==> src/rtl/switch_pkg.sv <==
// Types and constants shared by the switch ingress/egress datapath.
package switch_pkg;

  localparam int unsigned DEF_WIDTH  = 128;
  localparam int unsigned BEAT_WIDTH = DEF_WIDTH;

  typedef enum logic {
    IDLE,
    IN_PKT
  } ingress_state_e;

  typedef struct packed {
    logic                  sop;
    logic                  eop;
    logic [BEAT_WIDTH-1:0] data;
  } ingress_beat_t;

endpackage

==> src/rtl/ingress_fifo_mem.sv <==
// Register-array storage for the ingress FIFO: one write port, one async read port.
module ingress_fifo_mem #(
  parameter int unsigned WIDTH = 130,
  parameter int unsigned DEPTH = 8
) (
  input  logic                     clk,
  input  logic                     reset_n,
  input  logic                     i_wr_en,
  input  logic [$clog2(DEPTH)-1:0] i_wr_addr,
  input  logic [WIDTH-1:0]         i_wr_data,
  input  logic [$clog2(DEPTH)-1:0] i_rd_addr,
  output logic [WIDTH-1:0]         o_rd_data
);

  logic [WIDTH-1:0] r_mem [DEPTH];

  // Cleared on reset so the head outputs read as zero while in reset.
  always_ff @(posedge clk or negedge reset_n) begin
    if (!reset_n) begin
      for (int i = 0; i < DEPTH; i++) begin
        r_mem[i] <= '0;
      end
    end else if (i_wr_en) begin
      r_mem[i_wr_addr] <= i_wr_data;
    end
  end

  assign o_rd_data = r_mem[i_rd_addr];

endmodule

==> src/rtl/ingress_buffer.sv <==
// Ingress FIFO with sop/eop framing check; orphan beats are dropped and counted.
module ingress_buffer
  import switch_pkg::*;
#(
  parameter int unsigned WIDTH = DEF_WIDTH,
  parameter int unsigned DEPTH = 8,
  parameter int unsigned CNT_W = 16
) (
  input  logic                   clk,
  input  logic                   reset_n,
  input  logic                   in_valid,
  output logic                   in_ready,
  input  logic [WIDTH-1:0]       in_data,
  input  logic                   in_sop,
  input  logic                   in_eop,
  output logic                   out_valid,
  input  logic                   out_ready,
  output logic [WIDTH-1:0]       out_data,
  output logic                   out_sop,
  output logic                   out_eop,
  output logic [$clog2(DEPTH):0] level,
  output logic [CNT_W-1:0]       err_count
);

  localparam int unsigned AW = $clog2(DEPTH);
  localparam int unsigned EW = WIDTH + 2;
  localparam logic [AW:0] FULL_LEVEL = (AW + 1)'(DEPTH);

  ingress_state_e r_state, w_state_d;
  logic [AW-1:0]  r_wr_ptr, r_rd_ptr;
  logic [AW:0]    r_level;
  logic [CNT_W-1:0] r_err_count;
  logic           w_full, w_empty, w_accept, w_write, w_err, w_pop;
  logic [EW-1:0]  w_rd_data;

  assign w_full   = (r_level == FULL_LEVEL);
  assign w_empty  = (r_level == '0);
  // Gate with reset so upstream sees not-ready the moment reset asserts.
  assign in_ready = reset_n && !w_full;
  assign w_accept = in_valid && in_ready;
  assign w_pop    = !w_empty && out_ready;

  always_comb begin
    w_state_d = r_state;
    w_write   = 1'b0;
    w_err     = 1'b0;
    if (w_accept) begin
      case (r_state)
        IDLE: begin
          w_write = in_sop;
          w_err   = !in_sop;
        end
        IN_PKT: begin
          w_write = 1'b1;
          w_err   = in_sop;
        end
        default: begin
          w_write = 1'b0;
          w_err   = 1'b0;
        end
      endcase
      if (w_write) begin
        w_state_d = in_eop ? IDLE : IN_PKT;
      end
    end
  end

  always_ff @(posedge clk or negedge reset_n) begin
    if (!reset_n) begin
      r_state <= IDLE;
    end else begin
      r_state <= w_state_d;
    end
  end

  always_ff @(posedge clk or negedge reset_n) begin
    if (!reset_n) begin
      r_wr_ptr    <= '0;
      r_rd_ptr    <= '0;
      r_level     <= '0;
      r_err_count <= '0;
    end else begin
      if (w_write) begin
        r_wr_ptr <= r_wr_ptr + 1'b1;
      end
      if (w_pop) begin
        r_rd_ptr <= r_rd_ptr + 1'b1;
      end
      if (w_write && !w_pop) begin
        r_level <= r_level + 1'b1;
      end else if (!w_write && w_pop) begin
        r_level <= r_level - 1'b1;
      end
      if (w_err && (r_err_count != '1)) begin
        r_err_count <= r_err_count + 1'b1;
      end
    end
  end

  ingress_fifo_mem #(
    .WIDTH (EW),
    .DEPTH (DEPTH)
  ) u_mem (
    .clk       (clk),
    .reset_n   (reset_n),
    .i_wr_en   (w_write),
    .i_wr_addr (r_wr_ptr),
    .i_wr_data ({in_sop, in_eop, in_data}),
    .i_rd_addr (r_rd_ptr),
    .o_rd_data (w_rd_data)
  );

  assign out_valid = !w_empty;
  assign out_sop   = w_rd_data[WIDTH+1];
  assign out_eop   = w_rd_data[WIDTH];
  assign out_data  = w_rd_data[WIDTH-1:0];
  assign level     = r_level;
  assign err_count = r_err_count;

endmodule

==> config.mk <==
export PLATFORM = sky130hd
export DESIGN_NAME = ingress_buffer
export DESIGN_NICKNAME = d
export VERILOG_FILES = /design/src/rtl/switch_pkg.sv /design/src/rtl/ingress_fifo_mem.sv /design/src/rtl/ingress_buffer.sv
export SDC_FILE = /design/constraint.sdc
export NUM_CORES = 2
export LEC_CHECK = 0
export CORE_UTILIZATION = 33
export CTS_BUF_LIST = sky130_fd_sc_hd__clkbuf_8
export CTS_CLUSTER_DIAMETER = 150
export DETAILED_ROUTE_END_ITERATION = 7
export HOLD_SLACK_MARGIN = 0.12
export PLACE_DENSITY_LB_ADDON = 0.2
export SLEW_MARGIN = 30
export SYNTH_ARGS = -nofsm -noshare
export SYNTH_HDL_FRONTEND = slang
export SYNTH_SLANG_ARGS = --single-unit
==> constraint.sdc <==
create_clock -name clk -period 4.75 [get_ports clk]
set_input_delay 0.95 -clock clk [delete_from_list [all_inputs] [get_ports clk]]
set_output_delay 0.95 -clock clk [all_outputs]
set_load 0.005 [all_outputs]
Yosys cells after proc, flatten, opt, wreduce, memory -nomap -nowiden
Cells that the tools add are included.
Widths: inputs -> output; s select.
{"block": "word_totals", "elab_cells": 55, "latch_bits": 0, "out_inout_bits": 152, "in_bits": 134, "rom_bits": 0, "ff_bits": 1067, "mem_bits_rw": 0, "memories": 0}
{"block": "op_classes", "addsub": 5, "muxes": 14, "eq_ne": 2, "order_cmp": 3, "n_bitwise": 3, "n_shift": 0, "n_reduce_logical": 15, "div": 0, "mul": 0}
{"cell": "$bwmux 1040", "count": 1}
{"cell": "$bmux 130 s3", "count": 1}
{"cell": "$demux 130 s3", "count": 1}
{"cell": "$mux 130", "count": 3}
{"cell": "$add 16x1->16 const B", "count": 1}
{"cell": "$ne 16x16->1 const B", "count": 1}
{"cell": "$ge 4x4->1 const B", "count": 2}
{"cell": "$mux 4", "count": 2}
{"cell": "$not 3->4", "count": 2}
{"cell": "$logic_and 1x1->1", "count": 7}
{"cell": "$add 3x1->3 const B", "count": 2}
{"cell": "$logic_not 1->1", "count": 5}
{"cell": "$add 4x1->4 const B", "count": 1}
{"cell": "$eq 4x4->1 const B", "count": 1}
{"cell": "$logic_not 4->1", "count": 1}
{"cell": "$lt 4x1->1 const B", "count": 1}
{"cell": "$mux 1", "count": 4}
{"cell": "$pmux 1 s2", "count": 2}
{"cell": "$sub 4x1->4 const B", "count": 1}
{"cell": "$reduce_and 2->1", "count": 1}
{"cell": "$reduce_bool 2->1", "count": 1}
{"cell": "$not 1->1", "count": 1}

Logic depth before layout (Yosys ltp)
{"block": "logic_depth", "ltp_word": 10, "depth_mapped": 10, "mapped_depth_nobuf": 10}

Modules after synthesis
From an unflattened synthesis, not the netlist that was laid out.
{"block": "hier_totals", "hier_cells": 2801, "hier_area_um2": 47679.5}
{"module": "ingress_fifo_mem", "area_each_um2": 46198.1, "cells_each": 2663, "n_inst": 1, "seq_area_each_um2": 26025.0}
{"module": "ingress_buffer", "area_each_um2": 1481.4, "cells_each": 138, "n_inst": 1, "seq_area_each_um2": 675.6}

Worst setup path before layout
Ideal clock, no wire load.
{"block": "synth_path", "kind": "input to register", "from": "in in_sop", "to": "reg r_level[3] (netlist: level[3])", "arrival_time_ns": 2.971, "stages": 10, "required_ns": 4.670, "setup_slack_ns": 1.699, "setup_time_ns": 0.080, "path_buffers": 0, "cell_sequence": "inv_1 ha_1 nor3_1 ha_1 inv_1 ha_1 a21o_1 a21oi_1 mux2i_1 xnor2_1"}
{"block": "synth_via", "elab_chain_len": 6, "elab_cells_between_ends": 8, "cone_classes": "mux (4); reduce/logical (4)"}
{"element": "start, declared", "line": "ingress_buffer.sv:14", "text": "input logic in_sop,"}
{"element": "$pmux 1 s2 *", "line": "ingress_buffer.sv:48", "text": "case (r_state)"}
{"element": "$mux 1 * (2 in a row)", "line": "ingress_buffer.sv:47", "text": "if (w_accept) begin"}
{"element": "net u_mem.i_wr_en", "line": "ingress_fifo_mem.sv:8", "text": "input logic i_wr_en,"}
{"element": "$logic_not 1->1", "line": "ingress_buffer.sv:91", "text": "end else if (!w_write && w_pop) begin"}
{"element": "$logic_and 1x1->1", "line": "ingress_buffer.sv:91"}
{"element": "$reduce_bool 2->1 (no line)"}
{"element": "end signal, assigned", "line": "ingress_buffer.sv:90", "text": "r_level <= r_level + 1'b1;"}
{"element": "end signal, assigned", "line": "ingress_buffer.sv:92", "text": "r_level <= r_level - 1'b1;"}
{"element": "end, declared", "line": "ingress_buffer.sv:31", "text": "logic [AW:0] r_level;"}
Mark *: on every way through the listed nets, which the timed path passes. The rest lies on a longest branch. The select of a mux whose other input is x is not followed.
A chain may end at the register's enable or synchronous reset.

Final worst setup path
{"block": "layout_path", "from": "reg r_rd_ptr[0]", "to": "out out_data[33]"}
{"block": "layout_via", "elab_chain_len": 4}
{"element": "start, declared", "line": "ingress_buffer.sv:30", "text": "logic [AW-1:0] r_wr_ptr, r_rd_ptr;"}
{"element": "start signal, assigned", "line": "ingress_buffer.sv:87", "text": "r_rd_ptr <= r_rd_ptr + 1'b1;"}
{"element": "$not 3->4 (implied by the code)", "line": "ingress_fifo_mem.sv:28", "text": "assign o_rd_data = r_mem[i_rd_addr];"}
{"element": "$bmux 130 s3", "line": "ingress_fifo_mem.sv:28"}
{"element": "$mux 130 (implied by the code) (2 in a row)", "line": "ingress_fifo_mem.sv:28"}
{"element": "end, declared", "line": "ingress_buffer.sv:18", "text": "output logic [WIDTH-1:0] out_data,"}
Every way passes these cells. The select of a mux whose other input is x is not followed.

==> impl_results.md <==
- Rows: 139
- Least-Margin Pin Slew: 0.965 ns
- Cell taking the most area after synthesis: dfrtp_1
- Max incr delay on CP: 0.58 ns
- Syn avg cell area: 17.1 sq um
- Antenna violations before repair: 20
- Post-route DRC: 0
- Pre-CTS setup slack: 0.752 ns
- Nets: 3304
- HP Class: in2async
- GP Congestion: 0.747
- DIE HEIGHT: 382 um
- Yosys cell types: 42
- Via count: 26500
- TritonCTS clock tree: built
- Main area contributors after synthesis: dfrtp_1 56%, mux2_2 20%, mux4_2 12%
- Crit start category: register
- Final worst path period need: 4.36 ns
- Synth top area share: 0.560
- Syn_nets: 2937
- Maxcap violations: 0
- Post-synthesis register bit count: 1067
- Setup violators final: 0
- Post-synth top flop: dfrtp_1
- GRT Util Overall: 0.169
- Reg-to-reg critical path endpoint: u_mem.r_mem[734]
- Post-Route WL: 121 mm
- Clock Pin Slew Worst Setup and Hold Paths: 0.06 ns
- Port Buffer Count: 285
- Max clock buf depth: 3
- Vias in the first global route: 30400
- Crit-path slowest cell: mux4_2
- I/O pins: 286
- Final ANT Viol Nets: 0
- DRT Pass-1 Iters: 4
- Asr flop ratio synth: 1.00
- Final worst-path cycle share: 0.918
- Clock Latency Late Sink: 0.92 ns
- CTS resizes: 0
- CTS Sinks: 1067
- RSZ-0062 raised after global routing: no
- Setup CP Type: reg2out
- Post-Syn Instances: 2795
- Crit-path cells: buf_4 -> buf_12 -> mux4_2 -> mux2_2 -> clkdlybuf4s50_1
- HPWL after DPL: 70.7 mm
- CP Data Required Time: 3.80 ns
- Cell Pwr Density: 711 mW/mm^2
- P_leak: 24.7 nW
- Root buf cell: clkbuf_8
- Die area: 0.146 sq mm
- Die outline width: 382 um
- Via density: 5.08
- Total CTS buffers: 189
- Rel. slew slack: 0.357
- Max Fanout on Critical Path: 54
- Post-synth EDFFs: 0
- Worst Skew: 0.0420 ns
- P&R area growth vs syn: 19.1%
- Worst R2R Path Depth: 6
- Status: finished clean
- Worst setup EP type: output pin
- Synth Warn #: 0
- First-pass GRT wire length: 188 mm
- Drt initial violations: 1148
- Worst Setup SP: r_rd_ptr[0]
- Endpoints failing hold: 0
- Sequential area share after synthesis: 0.560
- Routed len/inst: 23.2 um
- Starting Density: 0.332
- Share of layout cells above drive strength 1: 0.451
- Placed cells: 4868
- Post-route insts no fill: 5206
- Worst Setup Slack, final: 0.391 ns
- Total grt overflow: 0
- FF-to-FF setup slack: 1.73 ns
- Peak VDD IR: 0.401 mV
- RR Startpoint: level[0]
- Cell Area, Synth: 0.0477 sq mm
- Setup TNS: 0 ns
- Fin. max-slew vios: 0
- Fmax: 0.229 GHz
- Crit path DAT: 3.41 ns
- Largest net degree at the start of global routing: 188
- H-tree depth: 4
- Core footprint: 0.143 sq mm
==> critical path, delay by kind of cell (launching register included) <==
family | cells | cell delay [ns]
DFF | 1 | 0.50
muxes | 2 | 0.86
buffers and inverters | 3 | 1.06
==> layout by cell type, fill, tap and decap left out, types with 3 or more instances in the layout <==
master / count
dfrtp_1: 1064
mux2_2: 856
mux2_1: 318
clkdlybuf4s50_1: 284
mux4_2: 260
clkbuf_8: 240
inv_1: 56
buf_4: 41
buf_12: 34
clkinv_2: 17
xor2_1: 15
nand2_1: 9
nor3_1: 7
ha_1: 7
nor2_1: 6
xnor2_1: 6
nand3_1: 6
diode_2: 5
nand4_1: 5
nor4_1: 5
inv_12: 4
clkinv_8: 4
or3_1: 3
nor4b_1: 3
inv_6: 3
clkinvlp_4: 3
dfrtp_4: 3
==> worst max-delay path by stage <==
stage	to	slack [ns]	cells after the start
final	out_data[33]	0.39	5
after global routing	out_data[95]	0.16	5
after CTS	out_data[94]	0.003	5
after detailed placement	u_mem.r_mem[475]	0.75	8
after global placement	u_mem.r_mem[463]	0.77	8
after floorplan	level[3]	1.70	10
==> Yosys cell counts, drive strengths merged (2+ instances only) <==
library cell     n
nor4b            5
and4             2
mux4           260
or3              3
nand3            7
xnor2            6
nor3b            3
ha               7
xor2            15
nor4             7
buf            146
a21oi            2
inv              4
nor2b            2
mux2          1174
clkbuf          43
nor2             8
nand4            5
nand2           11
dfrtp         1067
nor3             7
==> registers in the layout (all words and copies together) (netlist names) <==
name         flops
r_state          1
r_wr_ptr         3
level            4
err_count       16
u_mem.r_mem   1040
r_rd_ptr         3
==> area by class of cell <==
cell class,count,area (sq um)
Tap cell,1903,2380
Antenna cell,5,12.5
Sequential cell,1067,26700
Clock buffer,240,3300
Clock inverter,87,542
Inverter,4,15.0
Fill cell,13200,86700
Timing Repair Buffer,365,3930
Multi-Input combinational cell,1535,19900
==> timing repair <==
action	in CTS	in global routing
hold endpoints to repair	1	0
setup buffers	0	3
hold buffers	1	0
setup endpoints to repair	0	5
==> cells by family (layout without fill, tap and decap cells) <==
family | Yosys count | after routing | synth area share
other | 0 | 5 | 0
buffers and inverters | 193 | 696 | 0.0239
flip-flops | 1067 | 1067 | 0.560
AND/OR/NAND/NOR | 66 | 66 | 0.00890
AO/OA/AOI/OAI | 5 | 5 | 0.000630
XOR/XNOR | 21 | 21 | 0.00386
multiplexers | 1435 | 1435 | 0.400
adder cells (fa/ha/maj) | 8 | 8 | 0.00226
==> routing by layer <==
metal | track usage | vias up | part of all wire
met3 | 0.0419 | 210 | 0.045
met2 | 0.270 | 455 | 0.48
met4 | 0.0532 | 34 | 0.020
met5 | 0 | - | 0.0018
li1 | - | 11300 | -
met1 | 0.224 | 14500 | 0.45
==> through the flow <==
stage / power (mW) / instance area, sq um / hold slack, ns / util
2_1_floorplan: 25.3 / 47700 / 0.453 / -
3_3_place_gp: 31.4 / 52800 / 0.462 / 0.368
3_5_place_dp: 32.2 / 52800 / 0.471 / 0.368
4_1_cts: 41.1 / 56700 / 0.321 / 0.395
5_1_grt: 42.9 / 56800 / 0.381 / 0.396
6_report: 40.4 / 56800 / 0.460 / 0.396
==> report_power, final <==
group	switching, mW	internal [mW]
clock	3.92	4.66
sequential	2.22	13.4
combinational	6.08	10.1
total	12.2	28.1
Power figures use the tool's default switching activity.
